## src/rtl/seq_alu_core_if.sv

```systemverilog
// -----------------------------------------------------------------------------
// seq_alu_core_if
//   Bundles the operand-side and result-side handshakes of seq_alu_core.
//
//   Handshake semantics (both channels):
//     A transfer happens on a rising clk edge where valid and ready are both 1.
//     The producer holds its valid and payload stable until that transfer edge.
//     The consumer may raise or drop ready at any time.
//
//   Signals
//     in_valid / in_ready : operand channel (source -> core)
//     a, b, op            : operands and 3-bit opcode
//     out_valid/out_ready : result channel (core -> sink)
//     result, cb, zero    : 2*WIDTH result, carry/borrow, zero flag
//     ovf                 : signed overflow, present only with ALU_OVF_EN
//
//   Modports
//     master : operand source plus result sink (drives in_*, out_ready)
//     slave  : the ALU core
//
//   Optional feature macro: ALU_OVF_EN
// -----------------------------------------------------------------------------
interface seq_alu_core_if #(
    parameter int WIDTH = 8
);
    logic                 in_valid;
    logic                 in_ready;
    logic [WIDTH-1:0]     a;
    logic [WIDTH-1:0]     b;
    logic [2:0]           op;
    logic                 out_valid;
    logic                 out_ready;
    logic [2*WIDTH-1:0]   result;
    logic                 cb;
    logic                 zero;
`ifdef ALU_OVF_EN
    logic                 ovf;

    modport master (
        output in_valid, a, b, op, out_ready,
        input  in_ready, out_valid, result, cb, zero, ovf
    );
    modport slave (
        input  in_valid, a, b, op, out_ready,
        output in_ready, out_valid, result, cb, zero, ovf
    );
`else
    modport master (
        output in_valid, a, b, op, out_ready,
        input  in_ready, out_valid, result, cb, zero
    );
    modport slave (
        input  in_valid, a, b, op, out_ready,
        output in_ready, out_valid, result, cb, zero
    );
`endif
endinterface

```

## src/rtl/seq_alu_core.sv

```systemverilog
// -----------------------------------------------------------------------------
// seq_alu_core
//   Clocked ALU with valid/ready handshakes on operand and result channels.
//   Opcodes: 000 ADD, 001 SUB, 010 MUL, 011 SHL, 100 SHR, 101 AND, 110 OR,
//   111 XOR. Single-cycle ops register their result on the accept edge; MUL
//   runs an LSB-first shift-add engine for WIDTH cycles. A finished result is
//   held in DONE until the sink takes it; a new op can be accepted on that
//   same edge.
//
//   Ports
//     clk      : clock, rising edge
//     rst_n    : asynchronous active-low reset
//     bus      : seq_alu_core_if.slave (operand + result handshakes)
//     state_o  : current FSM state (0 IDLE, 1 MUL, 2 DONE) for observation
//
//   Optional feature macro: ALU_OVF_EN (adds registered signed overflow flag)
// -----------------------------------------------------------------------------
module seq_alu_core #(
    parameter int WIDTH = 8
) (
    input  logic                 clk,
    input  logic                 rst_n,
    seq_alu_core_if.slave        bus,
    output logic [1:0]           state_o
);
    localparam int CW = (WIDTH > 2) ? $clog2(WIDTH) : 1;
    localparam logic [CW-1:0]    CNT_LAST = CW'(WIDTH - 1);
    localparam logic [WIDTH-1:0] WIDTH_V  = WIDTH'(WIDTH);

    localparam logic [2:0] OP_ADD = 3'd0;
    localparam logic [2:0] OP_SUB = 3'd1;
    localparam logic [2:0] OP_MUL = 3'd2;
    localparam logic [2:0] OP_SHL = 3'd3;
    localparam logic [2:0] OP_SHR = 3'd4;
    localparam logic [2:0] OP_AND = 3'd5;
    localparam logic [2:0] OP_OR  = 3'd6;
    localparam logic [2:0] OP_XOR = 3'd7;

    typedef enum logic [1:0] {
        S_IDLE = 2'd0,
        S_MUL  = 2'd1,
        S_DONE = 2'd2
    } state_e;

    state_e               state_q, state_d;
    logic [2*WIDTH-1:0]   result_q, result_d;
    logic                 cb_q, cb_d;
    logic                 zero_q, zero_d;
    logic [2*WIDTH-1:0]   mcand_q, mcand_d;
    logic [WIDTH-1:0]     mplier_q, mplier_d;
    logic [2*WIDTH-1:0]   acc_q, acc_d;
    logic [CW-1:0]        cnt_q, cnt_d;
`ifdef ALU_OVF_EN
    logic                 ovf_q, ovf_d;
`endif

    logic                 accept;
    logic [WIDTH:0]       sum, diff;
    logic [WIDTH-1:0]     alu_lo;
    logic                 alu_cb;
    logic                 alu_ovf;
    logic [2*WIDTH-1:0]   mul_step;

    // DONE can hand its result to the sink and take a new op on the same edge.
    assign bus.in_ready = (state_q == S_IDLE) || ((state_q == S_DONE) && bus.out_ready);
    assign accept       = bus.in_valid && bus.in_ready;

    assign bus.out_valid = (state_q == S_DONE);
    assign bus.result    = result_q;
    assign bus.cb        = cb_q;
    assign bus.zero      = zero_q;
`ifdef ALU_OVF_EN
    assign bus.ovf       = ovf_q;
`endif
    assign state_o       = state_q;

    // Single-cycle datapath; ADD/SUB carry out of bit WIDTH is the cb flag.
    always_comb begin
        sum     = {1'b0, bus.a} + {1'b0, bus.b};
        diff    = {1'b0, bus.a} - {1'b0, bus.b};
        alu_lo  = '0;
        alu_cb  = 1'b0;
        alu_ovf = 1'b0;
        case (bus.op)
            OP_ADD: begin
                alu_lo  = sum[WIDTH-1:0];
                alu_cb  = sum[WIDTH];
                alu_ovf = (bus.a[WIDTH-1] == bus.b[WIDTH-1]) &&
                          (sum[WIDTH-1] != bus.a[WIDTH-1]);
            end
            OP_SUB: begin
                alu_lo  = diff[WIDTH-1:0];
                alu_cb  = diff[WIDTH];
                alu_ovf = (bus.a[WIDTH-1] != bus.b[WIDTH-1]) &&
                          (diff[WIDTH-1] != bus.a[WIDTH-1]);
            end
            // The full b is the shift amount, so any b >= WIDTH clears the result.
            OP_SHL:  alu_lo = (bus.b >= WIDTH_V) ? '0 : (bus.a << bus.b);
            OP_SHR:  alu_lo = (bus.b >= WIDTH_V) ? '0 : (bus.a >> bus.b);
            OP_AND:  alu_lo = bus.a & bus.b;
            OP_OR:   alu_lo = bus.a | bus.b;
            OP_XOR:  alu_lo = bus.a ^ bus.b;
            default: alu_lo = '0;
        endcase
    end

    always_comb begin
        state_d  = state_q;
        result_d = result_q;
        cb_d     = cb_q;
        zero_d   = zero_q;
        mcand_d  = mcand_q;
        mplier_d = mplier_q;
        acc_d    = acc_q;
        cnt_d    = cnt_q;
`ifdef ALU_OVF_EN
        ovf_d    = ovf_q;
`endif
        // One partial product per cycle: add the shifted multiplicand when the
        // current multiplier LSB is set.
        mul_step = acc_q + (mplier_q[0] ? mcand_q : '0);

        case (state_q)
            S_IDLE, S_DONE: begin
                if (accept) begin
                    if (bus.op == OP_MUL) begin
                        state_d  = S_MUL;
                        mcand_d  = {{WIDTH{1'b0}}, bus.a};
                        mplier_d = bus.b;
                        acc_d    = '0;
                        cnt_d    = '0;
                    end else begin
                        state_d  = S_DONE;
                        result_d = {{WIDTH{1'b0}}, alu_lo};
                        cb_d     = alu_cb;
                        zero_d   = (alu_lo == '0);
`ifdef ALU_OVF_EN
                        ovf_d    = alu_ovf;
`endif
                    end
                end else if (state_q == S_DONE && bus.out_ready) begin
                    state_d = S_IDLE;
                end
            end
            S_MUL: begin
                acc_d    = mul_step;
                mcand_d  = mcand_q << 1;
                mplier_d = mplier_q >> 1;
                cnt_d    = cnt_q + 1'b1;
                if (cnt_q == CNT_LAST) begin
                    state_d  = S_DONE;
                    result_d = mul_step;
                    cb_d     = 1'b0;
                    zero_d   = (mul_step == '0);
                    cnt_d    = '0;
`ifdef ALU_OVF_EN
                    ovf_d    = 1'b0;
`endif
                end
            end
            default: state_d = S_IDLE;
        endcase
    end

    always_ff @(posedge clk or negedge rst_n) begin
        if (!rst_n) begin
            state_q  <= S_IDLE;
            result_q <= '0;
            cb_q     <= 1'b0;
            zero_q   <= 1'b0;
            mcand_q  <= '0;
            mplier_q <= '0;
            acc_q    <= '0;
            cnt_q    <= '0;
`ifdef ALU_OVF_EN
            ovf_q    <= 1'b0;
`endif
        end else begin
            state_q  <= state_d;
            result_q <= result_d;
            cb_q     <= cb_d;
            zero_q   <= zero_d;
            mcand_q  <= mcand_d;
            mplier_q <= mplier_d;
            acc_q    <= acc_d;
            cnt_q    <= cnt_d;
`ifdef ALU_OVF_EN
            ovf_q    <= ovf_d;
`endif
        end
    end

`ifndef ALU_OVF_EN
    // Overflow term is only registered when the feature is built in.
    logic unused_ovf;
    assign unused_ovf = alu_ovf;
`endif

endmodule

```

## src/flat_wrapper.sv

```systemverilog
// flat-port wrapper written by rule: the top's interface ports become plain ports
module seq_alu_core_flat 
#(
    parameter int WIDTH = 8
)
  (clk, rst_n, state_o, bus_in_valid, bus_a, bus_b, bus_op, bus_out_ready, bus_in_ready, bus_out_valid, bus_result, bus_cb, bus_zero);
  seq_alu_core_if #(.WIDTH(WIDTH)) bus_i ();
  input  logic clk;
  input  logic rst_n;
  output logic [1:0] state_o;
  input wire logic [$bits(bus_i.in_valid)-1:0] bus_in_valid;
  input wire logic [$bits(bus_i.a)-1:0] bus_a;
  input wire logic [$bits(bus_i.b)-1:0] bus_b;
  input wire logic [$bits(bus_i.op)-1:0] bus_op;
  input wire logic [$bits(bus_i.out_ready)-1:0] bus_out_ready;
  output wire logic [$bits(bus_i.in_ready)-1:0] bus_in_ready;
  output wire logic [$bits(bus_i.out_valid)-1:0] bus_out_valid;
  output wire logic [$bits(bus_i.result)-1:0] bus_result;
  output wire logic [$bits(bus_i.cb)-1:0] bus_cb;
  output wire logic [$bits(bus_i.zero)-1:0] bus_zero;
  assign bus_i.in_valid = bus_in_valid;
  assign bus_i.a = bus_a;
  assign bus_i.b = bus_b;
  assign bus_i.op = bus_op;
  assign bus_i.out_ready = bus_out_ready;
  assign bus_in_ready = bus_i.in_ready;
  assign bus_out_valid = bus_i.out_valid;
  assign bus_result = bus_i.result;
  assign bus_cb = bus_i.cb;
  assign bus_zero = bus_i.zero;
  seq_alu_core #(.WIDTH(WIDTH)) u_core (.clk(clk), .rst_n(rst_n), .bus(bus_i), .state_o(state_o));
endmodule
```

## config.mk

```make
export PLATFORM = sky130hd
export DESIGN_NAME = seq_alu_core_flat
export DESIGN_NICKNAME = d
export VERILOG_FILES = /design/src/rtl/seq_alu_core_if.sv /design/src/rtl/seq_alu_core.sv /design/src/flat_wrapper.sv
export SDC_FILE = /design/constraint.sdc
export NUM_CORES = 1
export LEC_CHECK = 0
export ABC_AREA = 1
export CAP_MARGIN = 20
export CORE_MARGIN = 8
export CORE_UTILIZATION = 35
export DETAILED_ROUTE_END_ITERATION = 10
export GPL_TIMING_DRIVEN = 0
export PLACE_DENSITY = 0.56
export SLEW_MARGIN = 20
export SYNTH_ARGS = -nofsm -noshare
export SYNTH_HDL_FRONTEND = slang
export SYNTH_SLANG_ARGS = --single-unit
```

## constraint.sdc

```tcl
create_clock -name clk -period 3.1 [get_ports clk]
set_input_delay 0.775 -clock clk [delete_from_list [all_inputs] [get_ports clk]]
set_output_delay 0.775 -clock clk [all_outputs]
set_load 0.01 [all_outputs]
```

==> results.json, run 1 <==
{
  "synthTopCellsByCount": "nand2_1 (221), nand3_1 (103), inv_1 (91)",
  "drv_cap": 0,
  "hold_class": "primary input to asynchronous set/reset pin",
  "dr.max_layer_used": "met4",
  "synth_area_per_cell_um2": 6.83,
  "setup_slack_ps": 207,
  "place_worst_setup_slack_ps": -744,
  "cts_tree": "yes",
  "dp_cells": 1019,
  "syn_area_um2": 5370,
  "synth_nets": 859,
  "finalNetCount": 915,
  "gr-total-overflow": 0,
  "antennaDiodeCount": 0,
  "grt_max_degree": 45,
  "root_buffer": "clkbuf_16",
  "die_w_um": 140,
  "finalCriticalPeriod_ps": 2890,
  "grt_pass1_wl_um": 27100,
  "leakage_nw": 3.43,
  "wl_met1_um": 7660,
  "drc_errors": 0,
  "h-tree-depth": 3,
  "drive_gt1_share_pct": 8.25,
  "critPathKind": "primary input to flop",
  "ys_seq_area_share_pct": 29.3,
  "finalCritPeriodShare_pct": 93.3,
  "synth_edf_count": 0,
  "synth.distinct_cells": 44,
  "finalHoldViolCount": 0,
  "ios": 45,
  "setup_violations": 0,
  "skew_ps": 5.59,
  "startpoint": "bus_a[0]",
  "dieArea_um2": 19600,
  "crit_end": "u_core.bus.zero",
  "finalMaxSlewViolations": 0,
  "worst_slew_pin_slew_ps": 644,
  "cp-end-kind": "flop",
  "synth.area.top_cells": "dfrtp_1 (29%), nand2_1 (15%), ha_1 (11%), nand3_1 (9.6%), inv_1 (6.4%)",
  "fin_cells": 1036,
  "grtUsageTotal_pct": 17.2,
  "ff2ff_path_depth": 16,
  "cp.required_ps": 3380,
  "synth_top_area_share_pct": 29.3,
  "ys.flop_type": "dfrtp_1",
  "place.gp.congestion": 0.929,
  "dp_hpwl_um": 13000,
  "viasPerCell": 5.15,
  "wl_um": 16500,
  "synth_cells": 787,
  "grt_setup_unrepaired": "false",
  "ir_worst_vdd_mv": 0.451,
  "initialDrtViolationCount": 331,
  "fmax_mhz": 346,
  "status": "complete, no violations",
  "cts_buffer_depth": 2,
  "wl_met3_um": 678,
  "avgRoutedWirePerCell_um": 15.9,
  "fillers": 1611,
  "chipHeight_um": 140,
  "power_density_nw_per_um2": 675,
  "start_util_pct": 35.6,
  "cp_max_fo": 4,
  "yosysTopAreaCell": "dfrtp_1",
  "cts_buffers": 9,
  "clock_sinks": 63,
  "final_antenna_net_count": 0,
  "synthToLayoutAreaGrowth_pct": 20.8,
  "crit_path_start_kind": "primary input",
  "async_reset_ff_share_pct": 100,
  "synth.most_common_cell": "nand2_1",
  "worstPathArrival_ps": 3180,
  "r2r-start": "u_core.mplier_q[0]",
  "synth-seq-cells": 63,
  "grt_pass1_vias": 5301,
  "wl_met2_um": 7670,
  "rows": 45,
  "r2r_end": "u_core.bus.zero",
  "firstDrtPassIters": 6,
  "portBuffers": 43,
  "vias": 5333,
  "hold_slack_ps": 320,
  "path_clk_slew_ps": 50,
  "core_um2": 15100,
  "clock_latency_ps": 340,
  "antenna_found_initial": 0,
  "ys.warnings.count": 0,
  "max-slew-margin-rel_pct": 56.7,
  "regToRegSetupSlack_ps": 290
}
power breakdown:
group / switching (mW) / internal (mW)
clock network: 0.371 / 0.807
registers: 0.173 / 1.13
logic: 1.17 / 0.735
registers in the layout, indices dropped and copies added (netlist names):
signal             count
u_core.bus.cb          1
u_core.acc_q          16
u_core.mcand_q        16
u_core.cnt_q           3
u_core.bus.result     16
u_core.state_o         2
u_core.mplier_q        8
u_core.bus.zero        1
timing repair:
item	in CTS	in global routing
setup buffers	1	0
endpoints found under the setup margin	5	1
hold buffers	0	0
gates resized for setup	8	26
pin swaps	1	1
cells in the final DEF, fill, tap and decap left out, types with 4 or more instances in the layout:
| cell type | count |
|---|---|
| nand2_1 | 221 |
| nand3_1 | 103 |
| inv_1 | 89 |
| dfrtp_1 | 63 |
| nor2_1 | 46 |
| ha_1 | 44 |
| a21oi_1 | 33 |
| o21ai_0 | 33 |
| clkdlybuf4s50_1 | 31 |
| nand4_1 | 18 |
| o211ai_1 | 17 |
| clkbuf_1 | 11 |
| o22ai_1 | 10 |
| clkbuf_16 | 9 |
| dlymetal6s2s_1 | 9 |
| inv_2 | 8 |
| buf_2 | 7 |
| xor2_1 | 7 |
| nor3_1 | 6 |
| nand3_2 | 6 |
| buf_4 | 5 |
| buf_6 | 5 |
| nor2_2 | 5 |
| or2_2 | 5 |
| a31oi_1 | 5 |
| nand3b_1 | 4 |
per-stage QoR:
stage	instance area, um2	util [%]	power, mW	setup TNS, ps
final	6490	43.0	4.38	0
after global routing	6490	43.0	4.74	0
after CTS	6430	42.6	4.40	0
after detailed placement	6060	40.2	3.19	-4730
after global placement	6040	40.0	3.18	-66790
after floorplan	5370	-	2.57	0
per-layer routing:
metal  track usage [%]  vias up
li1                  -     2719
met1              21.8     2461
met2              28.1      125
met3              2.99       28
met4              7.49        0
met5                 0        -
cells by family (layout without fill, tap and decap cells):
group | Yosys count | count (layout) | share of synthesized area [%]
fa+ha+maj | 49 | 49 | 11.8
flops | 63 | 63 | 29.3
buf+inv | 129 | 190 | 9.80
xor+xnor | 9 | 9 | 1.47
simple gates | 420 | 420 | 34.4
compound gates | 117 | 117 | 13.2
cell type report:
class                           count  area (um2)  area share, %
Multi-Input combinational cell    595        3300           50.9
Sequential cell                    63        1580           24.3
Timing Repair Buffer               45         479           7.38
Inverter                          100         382           5.88
Clock buffer                       11         243           3.74
Tap cell                          188         235           3.62
Buffer                             29         168           2.58
Clock inverter                      5         105           1.62
critical path, cell delays in order:
cell and delay, ps:
clkdlybuf4s50_1 480, inv_2 120, ha_1 150, inv_1 70, fa_2 390, nand3_1 120, nand3_1 80, nand3_1 90
o211ai_1 120, nor2_2 200, nand2_1 90, nor2_1 90, nand2_1 50, nor2_1 100, nand2_1 60, nand2_1 70
nand2_1 60, nand2_1 60
worst min path at each step:
stage / to / slack (ps) / depth (start not counted)
2_1_floorplan: u_core.cnt_q[0] / 460 / 1
3_3_place_gp: u_core.bus.result[11] / 470 / 2
3_5_place_dp: u_core.bus.result[10] / 470 / 2
4_1_cts: u_core.mcand_q[10] / 330 / 1
5_1_grt: u_core.mcand_q[10] / 340 / 1
6_report: u_core.mcand_q[10] / 320 / 1
Power figures use the tool's default switching activity.
==> run 2: changes to the inputs <==
--- a/config.mk
+++ b/config.mk
@@ -5,7 +5,6 @@
 export SDC_FILE = /design/constraint.sdc
 export NUM_CORES = 1
 export LEC_CHECK = 0
-export ABC_AREA = 1
 export CAP_MARGIN = 20
 export CORE_MARGIN = 8
 export CORE_UTILIZATION = 35
==> run 2 against run 1 <==
Against the previous run:
- final area hardly changed
- global-route usage is 1.4 points higher
- flip-flop and latch count stayed put
- non-clock buffer count rose by 15
- die area shrank 4.7%
- sequential share of layout area about the same
- routed wire length up 2.5%
- synthesized area down 5.3%
- clock skew down 1.4 ps
- worst hold slack got worse by 6.6 ps
- power grew 3.1%
==> results.json, run 2 <==
{
  "fmax_mhz": 330,
  "final_antenna_net_count": 0,
  "cp.required_ps": 3320,
  "drive_gt1_share_pct": 14.0,
  "cp_max_fo": 10,
  "rows": 44,
  "crit_path_start_kind": "primary input",
  "synthTopCellsByCount": "nand2_1 (102), dfrtp_1 (63), o21ai_0 (49)",
  "finish.utilization_pct": 45.2,
  "critPathKind": "primary input to flop",
  "avgRoutedWirePerCell_um": 19.4,
  "firstDrtPassIters": 5,
  "synthSimpleGateAreaFrac_pct": 21.7,
  "final_cell_mix": "nand2_1 (102), dfrtp_1 (62), o21ai_0 (48)",
  "finalCriticalPeriod_ps": 3030,
  "grt_setup_unrepaired": "true",
  "grt_max_degree": 49,
  "synth_top_area_share_pct": 31.0,
  "skew_ps": 4.16,
  "finalCritPeriodShare_pct": 97.6,
  "place.gp.congestion": 0.923,
  "fin_cells": 868,
  "drc_errors": 0,
  "synth_compound_area_share_pct": 22.4,
  "max-slew-margin-rel_pct": 55.5,
  "yosysTopAreaCell": "dfrtp_1",
  "hold_class": "primary input to asynchronous set/reset pin",
  "synth_cells": 614,
  "grt_pass1_wl_um": 27200,
  "p_total_mw": 4.51,
  "setup_violations": 0,
  "synth_fa_ha_area_share_pct": 12.5,
  "finalHoldViolCount": 0,
  "synth_xor_area_share_pct": 2.75,
  "portBuffers": 44,
  "h-tree-depth": 3,
  "synth_top_family_by_area": "compound AO/OA/AOI/OAI gates",
  "ir_worst_vdd_mv": 0.262,
  "core_um2": 14400,
  "chipHeight_um": 137,
  "synth.distinct_cells": 64,
  "synth_edf_count": 0,
  "synth_area_per_cell_um2": 8.29,
  "initialDrtViolationCount": 267,
  "cts_tree": "yes",
  "leakage_nw": 2.90,
  "ys.flop_type": "dfrtp_1",
  "synthToLayoutAreaGrowth_pct": 27.5,
  "root_buffer": "clkbuf_16",
  "ys_seq_area_share_pct": 31.0,
  "gr-total-overflow": 0,
  "synth-seq-cells": 63,
  "fillers": 1384,
  "dp_hpwl_um": 12700,
  "ys.warnings.count": 0,
  "power_density_nw_per_um2": 696,
  "vias": 4895,
  "grtUsageTotal_pct": 18.5,
  "die_w_um": 137,
  "cts_buffers": 9,
  "dp_cells": 843,
  "antennaDiodeCount": 0,
  "synth_nets": 686,
  "cp-end-kind": "flop",
  "dieArea_um2": 18700,
  "ios": 45,
  "clock_latency_ps": 330,
  "synth.area.top_cells": "dfrtp_1 (31%), ha_1 (11%), nand2_1 (7.5%), o21ai_0 (4.8%), nor2_1 (2.9%)",
  "finalMaxSlewViolations": 0,
  "grt_pass1_vias": 4966,
  "async_reset_ff_share_pct": 100,
  "path_clk_slew_ps": 50,
  "viasPerCell": 5.64,
  "regToRegSetupSlack_ps": 90,
  "mostFrequentLayoutCell": "nand2_1",
  "yosys-mux-area-fraction_pct": 4.84,
  "status": "complete, no violations",
  "antenna_found_initial": 0,
  "clock_sinks": 63,
  "worst_slew_pin_slew_ps": 666,
  "tns_ps": 0,
  "drv_cap": 0,
  "synth.most_common_cell": "nand2_1",
  "worstPathArrival_ps": 3240,
  "wl_um": 16900,
  "cts_buffer_depth": 2,
  "syn_area_um2": 5090,
  "finalNetCount": 751,
  "start_util_pct": 35.4
}
## run 2: changes by cell type after synthesis, sizes merged, moves of 14 or more
| cell | delta |
|---|---|
| a21oi | -16 |
| a31oi | +16 |
| and2 | +16 |
| buf | -15 |
| clkbuf | +21 |
| inv | -72 |
| nand2 | -120 |
| nand3 | -88 |
| o21ai | +14 |
## run 2: layout make-up
class | count | area (um2) | share of cell area, %
multi-input cells | 488 | 3530 | 54.5
inverters | 28 | 113 | 1.74
flip-flops and latches | 63 | 1580 | 24.3
clock inverters | 3 | 65.1 | 1.00
repair buffers | 57 | 542 | 8.35
clock buffers | 13 | 260 | 4.01
plain buffers | 32 | 166 | 2.56
well taps | 184 | 230 | 3.55
## run 2: repair_timing
item                       CTS  global route
pin swaps                   11            17
setup endpoints to repair   12             9
gates resized for setup     68            45
gates cloned                 0             0
hold buffers                 0             0
setup buffers                8             4
## run 2: routing by layer
| metal | global-route usage [%] | up-vias | share of wire [%] | wire length [um] |
|---|---|---|---|---|
| li1 | - | 2355 | - | - |
| met1 | 23.1 | 2396 | 44 | 7460 |
| met2 | 31.5 | 115 | 49 | 8250 |
| met3 | 2.72 | 29 | 4.1 | 689 |
| met4 | 7.38 | 0 | 2.8 | 477 |
| met5 | 0 | - | 0 | 0 |
## run 2: worst max-delay path: stages
cell	delay, ps
dlygate4sd2_1	280
buf_4	200
inv_1	190
and3_1	190
clkbuf_1	280
a22oi_1	110
o311ai_0	580
a211oi_2	190
nand4_1	140
o31ai_2	90
a41o_1	200
## run 2: where the power goes
part / leakage (nW) / internal, mW / switching, mW
registers: 0.814 / 1.13 / 0.229
clock network: 0.160 / 0.747 / 0.355
logic: 1.92 / 0.875 / 1.18
total: 2.90 / 2.75 / 1.77
## run 2: path summary, 6_finish.rpt
kind | cells after the start | start | to
worst min register to register | 2 | u_core.bus.result[4] | u_core.bus.result[4]
worst min-delay path | 1 | rst_n | u_core.bus.result[6]
worst max register to register | 11 | u_core.mplier_q[0] | u_core.bus.zero
max in group asynchronous | 2 | rst_n | u_core.mplier_q[0]
min in group clk | 2 | u_core.bus.result[4] | u_core.bus.result[4]
worst max-delay path | 11 | bus_op[2] | u_core.bus.zero
## run 2: logic make-up after synthesis
group | Yosys count
buffers and inverters | 63
adders and majority gates | 49
AOI/OAI and AO/OA | 171
and+or+nand+nor | 234
muxes | 18
xor gates and xnor gates | 16
DFF | 63
## run 2: per-stage QoR
| step | cell area, um2 | hold slack (ps) | worst slack [ps] |
|---|---|---|---|
| finish | 6490 | 314 | 73.5 |
| CTS | 6350 | 311 | 0.627 |
| detailed placement | 5790 | 473 | -1110 |
| global route | 6490 | 316 | -78.0 |
| floorplan | 5090 | 456 | 25.5 |
| global placement | 5760 | 466 | -1110 |
==> run 3: changes to the inputs <==
--- a/config.mk
+++ b/config.mk
@@ -10,7 +10,7 @@
 export CORE_UTILIZATION = 35
 export DETAILED_ROUTE_END_ITERATION = 10
 export GPL_TIMING_DRIVEN = 0
-export PLACE_DENSITY = 0.56
+export PLACE_DENSITY = 0.54
 export SLEW_MARGIN = 20
 export SYNTH_ARGS = -nofsm -noshare
 export SYNTH_HDL_FRONTEND = slang
==> run 3 against run 2 <==
Against the previous run:
- clock power barely moved
- largest cell class unchanged
- first-iteration DRC count rose by 49%
- flip-flop and latch count did not move
- highest routed layer unchanged
- count of clock-buffer cells in the layout fell by 2
==> results.json, run 3 (synthesized netlist as in run 2, its figures left out) <==
{
  "register_area_um2": 1580,
  "die_w_um": 137,
  "leakage_nw": 2.89,
  "cts_tree": "yes",
  "antenna_found_initial": 0,
  "skew_ps": 6.83,
  "rows": 44,
  "gr-total-overflow": 0,
  "core_um2": 14400,
  "postCtsHoldBufs": 0,
  "final_antenna_net_count": 0,
  "power_density_nw_per_um2": 695,
  "fmax_mhz": 333,
  "cts_buffer_depth": 2,
  "drive_gt1_share_pct": 16.4,
  "worst_slew_pin_slew_ps": 652,
  "grt_pass1_wl_um": 26500,
  "grtUsageTotal_pct": 18.2,
  "dp_hpwl_um": 12800,
  "path_clk_slew_ps": 50,
  "dp_cells": 843,
  "finish.utilization_pct": 45.2,
  "final_cell_mix": "nand2_1 (102), dfrtp_1 (62), o21ai_0 (47)",
  "clock_latency_ps": 340,
  "grt_pass1_vias": 4866,
  "h-tree-depth": 3,
  "finalCritPeriodShare_pct": 96.9,
  "setup_violations": 0,
  "fillers": 1397,
  "place.gp.congestion": 0.890,
  "synthToLayoutAreaGrowth_pct": 27.7,
  "initialDrtViolationCount": 399,
  "dieArea_um2": 18700,
  "cp-end-kind": "flop",
  "start_util_pct": 35.4,
  "finalCriticalPeriod_ps": 3000,
  "cts_buffers": 9,
  "drv_cap": 0,
  "cp_max_fo": 8,
  "place_area_um2": 5780,
  "avgRoutedWirePerCell_um": 19.6,
  "finalMaxSlewViolations": 0,
  "vias": 5014,
  "hold_class": "primary input to asynchronous set/reset pin",
  "max-slew-margin-rel_pct": 56.4,
  "firstDrtPassIters": 5,
  "clock_sinks": 63,
  "mostFrequentLayoutCell": "nand2_1",
  "ios": 45,
  "drc_errors": 0,
  "finalNetCount": 756,
  "finalHoldViolCount": 0,
  "grt_max_degree": 35,
  "cp.required_ps": 3320,
  "fin_area_um2": 6500,
  "chipHeight_um": 137,
  "wl_um": 17100,
  "portBuffers": 44,
  "crit_path_start_kind": "primary input",
  "viasPerCell": 5.74,
  "critPathKind": "primary input to flop",
  "ir_worst_vdd_mv": 0.378,
  "multi_input_area_um2": 3530,
  "fin_cells": 873,
  "root_buffer": "clkbuf_16",
  "status": "complete, no violations",
  "antennaDiodeCount": 0,
  "worstPathArrival_ps": 3230
}
run 3: routing by layer:
metal | vias up | GRT usage [%] | share of wire [%]
met5 | - | 0 | 0
met4 | 0 | 6.59 | 2.8
met3 | 32 | 3.19 | 5.7
met2 | 188 | 30.1 | 48
met1 | 2448 | 23.2 | 44
li1 | 2346 | - | -
run 3: report_power, final:
group | switching, mW | internal (mW)
logic | 1.17 | 0.881
clock network | 0.380 | 0.746
registers | 0.219 | 1.13
run 3: repair_timing:
item / 4_1_cts / 5_1_grt
resized for setup: 92 / 40
buffers inserted: 10 / 6
pin swaps: 14 / 14
setup endpoints to repair: 12 / 11
run 3: stage by stage:
step / hold WS, ps / setup TNS [ps] / worst slack (ps) / total power, mW
2_1_floorplan: 456 / 0 / 25.5 / 2.52
3_3_place_gp: 463 / -64810 / -1200 / 3.12
3_5_place_dp: 473 / -8330 / -1210 / 3.17
4_1_cts: 408 / 0 / 1.35 / 4.39
5_1_grt: 428 / -20.5 / -20.5 / 4.81
6_report: 396 / 0 / 96.3 / 4.52
run 3: worst paths after layout:
path / depth (start not counted) / slack [ps] / startpoint / endpoint
setup reg to reg: 11 / 100 / u_core.mplier_q[0] / u_core.bus.zero
hold / removal: 1 / 400 / rst_n / u_core.bus.zero
max in group asynchronous: 2 / 2170 / rst_n / u_core.mcand_q[10]
hold reg to reg: 2 / 480 / u_core.acc_q[9] / u_core.acc_q[9]
min in group clk: 2 / 480 / u_core.acc_q[9] / u_core.acc_q[9]
setup / recovery: 11 / 100 / bus_b[2] / u_core.bus.zero
run 3: area by class of cell:
type	instances	area share (%)
Inverter	28	1.73
Sequential cell	63	24.3
Buffer	33	2.71
Clock inverter	5	1.23
Multi-Input combinational cell	488	54.3
Timing Repair Buffer	61	8.33
Tap cell	184	3.54
Clock buffer	11	3.89
run 3: critical path, stage by stage:
cell	delay (ps)
clkdlybuf4s15_2	280
inv_4	150
ha_2	350
nand2b_1	170
a21o_1	200
o31a_1	280
a211o_1	320
xnor2_2	160
o211ai_1	200
o31ai_2	100
a41o_1	220
